**config.mk**
```make
export PLATFORM = sky130hd
export DESIGN_NAME = grid_env_step
export DESIGN_NICKNAME = d
export VERILOG_FILES = /design/src/rtl/grid_env_step.sv
export SDC_FILE = /design/constraint.sdc
export NUM_CORES = 1
export LEC_CHECK = 0
export BUFFER_PORTS_ARGS = -buffer_cell sky130_fd_sc_hd__buf_2
export CAP_MARGIN = 20
export CORE_MARGIN = 2
export CORE_UTILIZATION = 30
export DETAILED_ROUTE_END_ITERATION = 12
export SLEW_MARGIN = 5
export SYNTH_ARGS = -nofsm -noshare
export SYNTH_HDL_FRONTEND = slang
export SYNTH_SLANG_ARGS = --single-unit
```
**constraint.sdc**
```tcl
create_clock -name i_clk -period 2 [get_ports i_clk]
set_input_delay 0.1 -clock i_clk [delete_from_list [all_inputs] [get_ports i_clk]]
set_output_delay 0.1 -clock i_clk [all_outputs]
set_load 0.05 [all_outputs]
```
**src/rtl/grid_env_step.sv**
```systemverilog
// Registered grid-world step unit: (state, action) in, next state / reward / done out one cycle later.
// Define OBSTACLE_EN to add the i_obstacle_map input that marks blocked cells.
module grid_env_step #(
  parameter int GRID_W        = 5,
  parameter int GRID_H        = 5,
  parameter int STATES_WIDTH  = 5,
  parameter int ACTIONS_WIDTH = 2,
  parameter int GOAL_STATE    = 24,
  parameter int MAX_STEPS     = 64,
  parameter int REWARD_WIDTH  = 8,
  parameter int R_GOAL        = 10,
  parameter int R_STEP        = -1,
  parameter int R_WALL        = -5,
  localparam int CNT_W        = $clog2(MAX_STEPS + 1)
) (
  input  logic                           i_clk,
  input  logic                           i_rst_n,
  input  logic                           i_valid,
  output logic                           o_ready,
  input  logic [STATES_WIDTH-1:0]        i_st,
  input  logic [ACTIONS_WIDTH-1:0]       i_at,
  output logic                           o_valid,
  input  logic                           i_ready,
`ifdef OBSTACLE_EN
  input  logic [GRID_W*GRID_H-1:0]       i_obstacle_map,
`endif
  output logic [STATES_WIDTH-1:0]        o_next_st,
  output logic signed [REWARD_WIDTH-1:0] o_reward,
  output logic                           o_done,
  output logic                           o_timeout,
  output logic [CNT_W-1:0]               o_step_cnt
);

  localparam int NCELLS = GRID_W * GRID_H;
  localparam logic [STATES_WIDTH-1:0] W_S    = STATES_WIDTH'(GRID_W);
  localparam logic [STATES_WIDTH-1:0] W_LAST = STATES_WIDTH'(GRID_W - 1);
  localparam logic [STATES_WIDTH-1:0] H_LAST = STATES_WIDTH'(GRID_H - 1);
  localparam logic [STATES_WIDTH-1:0] GOAL_S = STATES_WIDTH'(GOAL_STATE);
  localparam logic [CNT_W-1:0]        MAX_C  = CNT_W'(MAX_STEPS);
  localparam logic signed [REWARD_WIDTH-1:0] RW_GOAL = REWARD_WIDTH'(R_GOAL);
  localparam logic signed [REWARD_WIDTH-1:0] RW_STEP = REWARD_WIDTH'(R_STEP);
  localparam logic signed [REWARD_WIDTH-1:0] RW_WALL = REWARD_WIDTH'(R_WALL);

  typedef enum logic {EMPTY, FULL} state_e;

  state_e                          state_q, state_d;
  logic [STATES_WIDTH-1:0]         next_st_q, next_st_d;
  logic signed [REWARD_WIDTH-1:0]  reward_q, reward_d;
  logic                            done_q, done_d;
  logic                            timeout_q, timeout_d;
  logic [CNT_W-1:0]                step_cnt_q, cnt_q, cnt_d;

  logic                            accept;
  logic                            in_range, blocked, goal_hit;
  logic [STATES_WIDTH-1:0]         row, col, tgt;

  assign o_valid    = (state_q == FULL);
  assign o_ready    = !o_valid || i_ready;
  assign accept     = i_valid && o_ready;
  assign o_next_st  = next_st_q;
  assign o_reward   = reward_q;
  assign o_done     = done_q;
  assign o_timeout  = timeout_q;
  assign o_step_cnt = step_cnt_q;

  assign in_range = (32'(i_st) < NCELLS);
  assign row      = i_st / W_S;
  assign col      = i_st % W_S;

  // Move target: a blocked move leaves the state where it is, it never wraps.
  always_comb begin
    blocked = 1'b0;
    tgt     = i_st;
    case (i_at)
      ACTIONS_WIDTH'(0): if (row != '0)    tgt = i_st - W_S; else blocked = 1'b1;
      ACTIONS_WIDTH'(1): if (row < H_LAST) tgt = i_st + W_S; else blocked = 1'b1;
      ACTIONS_WIDTH'(2): if (col < W_LAST) tgt = i_st + STATES_WIDTH'(1); else blocked = 1'b1;
      default:           if (col != '0)    tgt = i_st - STATES_WIDTH'(1); else blocked = 1'b1;
    endcase
`ifdef OBSTACLE_EN
    if (!blocked && (tgt != GOAL_S) && i_obstacle_map[tgt]) begin
      blocked = 1'b1;
      tgt     = i_st;
    end
`endif
  end

  always_comb begin
    cnt_d     = cnt_q + CNT_W'(1);
    goal_hit  = 1'b0;
    next_st_d = '0;
    reward_d  = RW_WALL;
    done_d    = 1'b1;
    timeout_d = 1'b0;
    if (in_range) begin
      goal_hit  = (tgt == GOAL_S);
      next_st_d = tgt;
      reward_d  = goal_hit ? RW_GOAL : (blocked ? RW_WALL : RW_STEP);
      timeout_d = !goal_hit && (cnt_d == MAX_C);
      done_d    = goal_hit || timeout_d;
    end
  end

  always_comb begin
    state_d = state_q;
    case (state_q)
      EMPTY:   if (accept) state_d = FULL;
      FULL:    if (i_ready && !accept) state_d = EMPTY;
      default: state_d = EMPTY;
    endcase
  end

  // The internal counter restarts after any episode-ending result; the presented count keeps its final value.
  always_ff @(posedge i_clk or negedge i_rst_n) begin
    if (!i_rst_n) begin
      state_q    <= EMPTY;
      next_st_q  <= '0;
      reward_q   <= '0;
      done_q     <= 1'b0;
      timeout_q  <= 1'b0;
      step_cnt_q <= '0;
      cnt_q      <= '0;
    end else begin
      state_q <= state_d;
      if (accept) begin
        next_st_q  <= next_st_d;
        reward_q   <= reward_d;
        done_q     <= done_d;
        timeout_q  <= timeout_d;
        step_cnt_q <= cnt_d;
        cnt_q      <= done_d ? '0 : cnt_d;
      end
    end
  end

endmodule

```
# Word level (Yosys, flattened, before mapping)
# Index checks and enable logic that the tools add are counted.
[op_classes] add_sub_neg=5 div=2 order_cmp=3 n_eq_ne=4 n_mux=20 bitwise=1 n_reduce_logical=11
[ops] operator="$mux W5" n=5
[ops] operator="$mux W8" n=2
[ops] operator="$pmux W5 S3" n=1
[ops] operator="$lt A5 B3 Y1 const B" n=2
[ops] operator="$reduce_bool A5 Y1" n=2
[ops] operator="$mux W1" n=8
[ops] operator="$add A7 B1 Y7 const B" n=1
[ops] operator="$eq A7 B7 Y1 const B" n=1
[ops] operator="$mux W7" n=1
[ops] operator="$add A5 B1 Y5 const B" n=1
[ops] operator="$add A5 B3 Y5 const B" n=1
[ops] operator="$div A5 B3 Y5 const B" n=1
[ops] operator="$eq A5 B5 Y1 const B" n=1
[ops] operator="$lt A5 B5 Y1 const B" n=1
[ops] operator="$mod A5 B3 Y5 const B" n=1
[ops] operator="$sub A5 B1 Y5 const B" n=1
[ops] operator="$sub A5 B3 Y5 const B" n=1
[ops] operator="$logic_and A1 B1 Y1" n=3
[ops] operator="$logic_not A1 Y1" n=3
[ops] operator="$mux W3" n=1
[ops] operator="$pmux W1 S3" n=1
[ops] operator="$eq A2 B1 Y1 const B" n=1
[ops] operator="$eq A2 B2 Y1 const B" n=1
[ops] operator="$logic_not A2 Y1" n=1
[ops] operator="3 further kinds" n=4
[word_totals] regBits=30 inputBits=11 output_inout_bits=24 elab_cells=53

# Logic depth before layout (Yosys ltp)
# Gate-level depths: netlist (run 1).
[logic_depth] depth_word=10 ltp_mapped=12 depth_no_buf=10

# Least setup slack after synthesis (run 1)
# Ideal clock, no wire load.
[synth_path] path_type="input port to flip-flop" start="input i_st[0]" end="register cnt_q[2]" setup_ns=0.129 arrival_time_ns=2.452 required_time_ns=1.871 path_slack_ns=-0.581 stages=12 n_path_buf=2 path_cell_list="buf_2 > buf_2 > inv_1 > ha_1 > o21ba_2 > a211oi_4 > mux2i_1 > o221ai_1 > a311oi_2 > o2111ai_4 > a31oi_1 > o22ai_1"
[synth_between] elab_chain_len=10 elab_cells_between_ends=22 classes_between="add/sub: 4; div: 2; order compare: 3; eq/ne: 1; mux: 7; reduce/logical: 5"
[synth_lines] item="from (decl)" line="20" rtl="input logic [STATES_WIDTH-1:0] i_st,"
[synth_lines] item="$mod A5 B3 Y5 / $div A5 B3 Y5 (equally long branches)" line="68, 67"
[synth_lines] item="$lt A5 B3 Y1, or another cell as far along" line="77" rtl="ACTIONS_WIDTH'(2): if (col < W_LAST) tgt = i_st + STATES_WIDTH'(1); else blocked = 1'b1;"
[synth_lines] item="$mux W5, on equally long branches"
[synth_lines] item="$pmux W5 S3" line="74" rtl="case (i_at)"
[synth_lines] item="$eq A5 B5 Y1" line="96" rtl="goal_hit = (tgt == GOAL_S);"
[synth_lines] item="$logic_not A1 Y1" line="99" rtl="timeout_d = !goal_hit && (cnt_d == MAX_C);"
[synth_lines] item="$logic_and A1 B1 Y1" line="99"
[synth_lines] item="$logic_or A1 B1 Y1" line="100" rtl="done_d = goal_hit || timeout_d;"
[synth_lines] item="$mux W1 *" line="95" rtl="if (in_range) begin"
[synth_lines] item="$mux W7 *" line="131" rtl="cnt_q <= done_d ? '0 : cnt_d;"
[synth_lines] item="to (signal assigned)" line="131"
[synth_lines] item="to (decl)" line="51" rtl="logic [CNT_W-1:0] step_cnt_q, cnt_q, cnt_d;"
# Every way passes the cells marked *; elsewhere a longest branch is shown, timed or not.
# A chain may end at the register's enable or synchronous reset.

# Final worst setup path (run 1)
# Same ends and word-level chain as after synthesis.

==> impl_metrics.env, run 1 <==
export IMPL_vias_per_cell=4.984
export IMPL_cap_viol_max_count=0
export IMPL_clk_latency_ps=260
export IMPL_yosysTopAreaCell="dfrtp_1"
export IMPL_gp_congestion=0.9355
export IMPL_grt_max_degree=26
export IMPL_critPathMaxFanout=5
export IMPL_die_x_um=88.53
export IMPL_outcome="finished, violations left"
export IMPL_startpoint_type="primary input"
export IMPL_rows=30
export IMPL_worstPathArrival_ps=2180
export IMPL_cts_buffer_depth=2
export IMPL_core_sq_um=6869
export IMPL_setup_slack_ps=-33.96
export IMPL_crit_required_ps=2150
export IMPL_fillers=695
export IMPL_netlist_instances=261
export IMPL_fin_util_pct=43.77
export IMPL_finalHoldViolations=0
export IMPL_grt_use_met1_pct=21.00
export IMPL_regToRegEndpoint="o_timeout"
export IMPL_synth_edf_count=0
export IMPL_met2_usage_pct=25.77
export IMPL_setup_violations=9
export IMPL_violations="setup timing"
export IMPL_regArea_sq_um=625.6
export IMPL_syn_area_per_cell_sq_um=8.212
export IMPL_hp_class="primary input to flip-flop"
export IMPL_track_usage_pct=15.30
export IMPL_period_share_pct=101.7
export IMPL_hold_slack_ps=42.28
export IMPL_p_leak_nw=1.308
export IMPL_cts_tree="built"
export IMPL_grt_pass1_wl_mm=9.749
export IMPL_holdPathEnd="o_valid"
export IMPL_power_density_nw_per_um2=608.3
export IMPL_antenna_found_initial=0
export IMPL_grt_busiest_layer="met2"
export IMPL_grt_util_met3_pct=2.332
export IMPL_grt_pass1_vias=2092
export IMPL_worst_pin_slew_ps=625.2
export IMPL_rsz0062_at_grt="true"
export IMPL_numCtsBuffers=3
export IMPL_slowest_delay_ps=320
export IMPL_boundaryPins=35
export IMPL_seq_area_frac_synth_pct=29.19
export IMPL_cts_clk_slew_worst_paths_ps=80
export IMPL_place_inst=421
export IMPL_synth_cell_types=63
export IMPL_h_tree_depth=1
export IMPL_fmax_ghz=0.4917
export IMPL_fin_nets=356
export IMPL_synth_top_cell_area_share_pct=29.19
export IMPL_min_delay_start="i_valid"
export IMPL_worst_r2r_path_depth=6
export IMPL_finalCriticalPeriod_ps=2034
export IMPL_drc=0
export IMPL_die_h_um=88.53
export IMPL_cp_end_kind="flip-flop"
export IMPL_fp_dieArea_sq_um=7837
export IMPL_dp_hpwl_mm=4.395
export IMPL_root_buffer="clkbuf_8"
export IMPL_clock_sinks=25
export IMPL_drt_iter0_drc=181
export IMPL_initial_core_util_pct=31.20
export IMPL_criticalPathCategory="primary input to flip-flop"
export IMPL_syn_nets=277
export IMPL_multi_input_area_sq_um=1461
export IMPL_ant_nets=0
export IMPL_slowest_stage="a311oi_2"
export IMPL_yosys_warnings=0
export IMPL_dr_pass1_iters=4
export IMPL_r2r_setup_slack_ps=360
export IMPL_antenna_cells=0
export IMPL_vias=2168
export IMPL_rr_startpoint="cnt_q[2]"
export IMPL_slew_headroom_pct=58.22
export IMPL_maxSlewViolCount=0
export IMPL_ys_async_sr_fraction_pct=100.0
export IMPL_layout_cells_non_filler=435
export IMPL_pre_cts_ws_ps=-388.6
export IMPL_holdPathStages=2
export IMPL_synth_flop_cell="dfrtp_1"
export IMPL_port_buffers=34
export IMPL_path_cells="buf_8 -> inv_6 -> ha_4 -> o21ba_4 -> a211oi_4 -> mux2i_1 -> o221ai_2 -> a311oi_2 -> o2111ai_4 -> buf_6 -> nand2_4 -> o22ai_1"
export IMPL_overflow=0
export IMPL_wl_mm=6.018
export IMPL_area_growth_pct=40.28
export IMPL_final_layout_size_suffix_gt1_share_pct=38.94
export IMPL_fin_skew_ps=1.689
export IMPL_synth_top_cells_by_area="dfrtp_1 29%, nand2_1 6.0%, o21ai_0 4.9%, xnor2_1 3.3%, nor2_1 3.0%"
export IMPL_syn_area_sq_um=2143
export IMPL_vdd_drop_max_v=0.0002874
export IMPL_ys_ff_latch=25
export IMPL_wl_per_cell_um=13.83
## cells in the final DEF (no fill, tap or decap), types with 5 or more instances in the layout
master and n:
a21oi_1 9, a31oi_1 5, buf_2 31, buf_4 61, dfrtp_1 25, inv_1 9, nand2_1 34, nand2b_1 7
nand3_1 9, nor2_1 16, nor2b_1 6, o21ai_0 17, o21ai_1 5, xnor2_1 8
## final cells by class
cell class / count / share of cell area [%]
clock buffers: 4 / 1.498
inverters: 10 / 1.415
multi-input cells: 201 / 48.61
flip-flops and latches: 25 / 20.81
well taps: 96 / 3.995
repair buffers: 99 / 23.68
## power by group
| part | switching [mW] | internal, mW | total, mW |
|---|---|---|---|
| logic | 0.545 | 0.325 | 0.870 |
| registers | 0.0717 | 0.593 | 0.665 |
| clock network | 0.151 | 0.142 | 0.294 |
## layer usage
metal | up-vias | routed length (um)
met2 | 53 | 2952
li1 | 1086 | -
met5 | - | 0
met4 | 0 | 58
met3 | 6 | 244
met1 | 1023 | 2762
## worst max-delay path by stage
stage	to	start
detailed placement	cnt_q[0]	i_st[0]
global placement	o_done	i_st[1]
CTS	cnt_q[2]	i_st[0]
finish	cnt_q[2]	i_st[0]
global route	o_timeout	i_st[0]
floorplan	cnt_q[2]	i_st[0]
## Yosys cell counts (all sizes together), types with 5 or more instances
cell and instances:
a211oi 5, a21oi 11, a31oi 6, buf 18, clkbuf 7, dfrtp 25, ha 5, inv 10
nand2 35, nand2b 8, nand3 10, nor2 17, nor2b 7, o21ai 23, xnor2 8
## what timing repair did
item / 4_1_cts / 5_1_grt
gates resized for setup: 15 / 18
setup endpoints to repair: 10 / 11
hold endpoints to repair: 25 / 0
setup buffers: 2 / 7
pin swaps: 4 / 8
hold buffers: 1 / 0
## logic make-up (layout without fill, tap and decap cells)
family / after synthesis / after routing / share of synthesized area [%]
flip-flops: 25 / 25 / 29.19
multiplexers: 4 / 4 / 2.101
XOR/XNOR: 11 / 11 / 4.495
AO/OA/AOI/OAI: 80 / 80 / 27.61
adder cells (fa/ha/maj): 5 / 5 / 2.919
buffers and inverters: 35 / 113 / 8.640
AND/OR/NAND/NOR: 101 / 101 / 25.04
## worst max-delay path: cells and delay by family
family / cells / cell delay (ps)
fa+ha+maj: 1 / 160
compound gates: 6 / 1270
buf+inv: 3 / 300
mux: 1 / 250
simple gates: 1 / 80
## metrics by stage
| stage | area, sq um | total power [mW] | TNS (ps) |
|---|---|---|---|
| floorplan | 2195 | 1.227 | -1855 |
| global placement | 2738 | 1.464 | -3389 |
| detailed placement | 2738 | 1.477 | -4033 |
| CTS | 2869 | 1.797 | -9.115 |
| global route | 3007 | 1.951 | -1139 |
| finish | 3007 | 1.829 | -170.8 |
## flip-flops by register name (all words and copies together), names as in the netlist
name        count
o_valid         1
o_timeout       1
o_next_st       5
o_done          1
o_reward        3
o_step_cnt      7
cnt_q           7
Power figures use the tool's default switching activity.
==> run 2, diff against run 1 <==
clock period = 2.25 ns   (was 2 ns; I/O delays follow)
==> impl_metrics.env, run 2 (synthesized netlist as in run 1, its figures left out) <==
export IMPL_area_growth_pct=24.75
export IMPL_layout_cells_non_filler=408
export IMPL_place_inst=403
export IMPL_setup_violations=0
export IMPL_path_cells="buf_2 -> buf_4 -> buf_4 -> xnor2_1 -> nand3b_1 -> a21oi_1 -> nor2_1 -> a311oi_2 -> o2111ai_4 -> nand3_2 -> o21ai_0"
export IMPL_slowest_delay_ps=380
export IMPL_worst_pin_slew_ps=590.7
export IMPL_power_mw=1.541
export IMPL_overflow=0
export IMPL_wl_per_cell_um=13.04
export IMPL_finalCriticalPeriod_ps=2078
export IMPL_final_cell_area_sq_um=2674
export IMPL_power_density_nw_per_um2=576.3
export IMPL_rsz0062_at_grt="false"
export IMPL_grt_pass1_wl_mm=8.901
export IMPL_vias_per_cell=5.029
export IMPL_initial_core_util_pct=31.20
export IMPL_cts_clk_slew_worst_paths_ps=90
export IMPL_drt_iter0_drc=211
export IMPL_cap_viol_max_count=0
export IMPL_highest_layer="met4"
export IMPL_dr_pass1_iters=4
export IMPL_critPathMaxFanout=7
export IMPL_met2WireLength_mm=2.403
export IMPL_core_sq_um=6869
export IMPL_place_area_sq_um=2610
export IMPL_finalHoldViolations=0
export IMPL_criticalPathCategory="primary input to flip-flop"
export IMPL_slowest_stage="a311oi_2"
export IMPL_antenna_found_initial=0
export IMPL_fin_skew_ps=10.84
export IMPL_numCtsBuffers=3
export IMPL_h_tree_depth=1
export IMPL_routed_wl_met3_um=269
export IMPL_ant_nets=0
export IMPL_vias=2052
export IMPL_hp_class="primary input to flip-flop"
export IMPL_fp_dieArea_sq_um=7837
export IMPL_critPathBufInv=3
export IMPL_final_common_cell="buf_4"
export IMPL_gp_congestion=0.8567
export IMPL_slew_headroom_pct=60.50
export IMPL_cts_tree="built"
export IMPL_final_cell_mix="35 x buf_4, 34 x nand2_1, 34 x buf_2, 25 x dfrtp_1, 21 x o21ai_0"
export IMPL_final_layout_size_suffix_gt1_share_pct=29.49
export IMPL_period_share_pct=92.36
export IMPL_crit_required_ps=2410
export IMPL_die_h_um=88.53
export IMPL_cp_end_kind="flip-flop"
export IMPL_startpoint_type="primary input"
export IMPL_fillers=688
export IMPL_rows=30
export IMPL_boundaryPins=35
export IMPL_cpLargestDelayFamily="compound AO/OA/AOI/OAI gates"
export IMPL_die_x_um=88.53
export IMPL_grt_pass1_vias=1907
export IMPL_port_buffers=34
export IMPL_clk_latency_ps=270
export IMPL_wl_mm=5.319
export IMPL_fin_nets=329
export IMPL_dp_hpwl_mm=4.136
export IMPL_clock_sinks=25
export IMPL_routedLengthMet1_mm=2.560
export IMPL_crit_path_frequent_cell="buf_4"
export IMPL_track_usage_pct=13.90
export IMPL_grt_max_degree=26
export IMPL_antenna_cells=0
export IMPL_fmax_ghz=0.4812
export IMPL_vdd_drop_max_v=0.0003278
export IMPL_root_buffer="clkbuf_8"
export IMPL_p_leak_nw=1.151
export IMPL_drc=0
export IMPL_multi_input_area_sq_um=1356
export IMPL_maxSlewViolCount=0
export IMPL_outcome="completed"
export IMPL_cts_buffer_depth=2
export IMPL_worstPathArrival_ps=2240
export IMPL_regArea_sq_um=625.6
run 2: cell types whose count changed in the layout (fill, tap and decap cells not counted), sizes merged:
cell,delta
clkbuf,-1
clkinvlp,+1
buf,-27
run 2: per-stage QoR:
step / util (%) / hold slack [ps] / setup WS (ps) / TNS [ps]
after global placement: 38.00 / 130.9 / -113.5 / -1049
after floorplan: - / -183.1 / 5.328 / 0
after detailed placement: 38.00 / 137.6 / -200.0 / -1948
after global routing: 38.93 / 53.65 / 6.079 / 0
final: 38.93 / 63.21 / 171.8 / 0
after CTS: 38.85 / 60.05 / 89.32 / 0
run 2: final timing paths:
check                      slack (ps)             to  depth (start not counted)    startpoint
min in group asynchronous         350    o_reward[6]                          2       i_rst_n
setup reg to reg                  560       cnt_q[1]                          7      cnt_q[2]
hold / removal                     60        o_valid                          2       i_valid
hold reg to reg                   480   o_next_st[4]                          2  o_next_st[4]
max in group asynchronous        1530  o_step_cnt[5]                          2       i_rst_n
setup / recovery                  170       cnt_q[1]                         11       i_st[0]
run 2: layout make-up:
cell class,instances,area share [%]
Timing Repair Buffer,72,18.06
Clock inverter,1,0.2808
Inverter,10,1.497
Clock buffer,3,1.544
Sequential cell,25,23.40
Tap cell,96,4.492
Multi-Input combinational cell,201,50.73
run 2: repair_timing:
action	CTS	global route
hold buffers	1	0
resized for setup	0	1
hold endpoints to repair	25	0
buffers inserted	0	0
endpoints found under the setup margin	0	8
run 2: power by group:
group	switching (mW)	internal [mW]
Sequential	0.0606	0.527
Combinational	0.453	0.234
Clock	0.141	0.125
run 2: layer usage:
metal  GRT usage [%]  vias up
met1           19.90      959
li1                -     1038
met4           2.617        0
met2           22.35       49
met3           2.239        6
met5               0        -
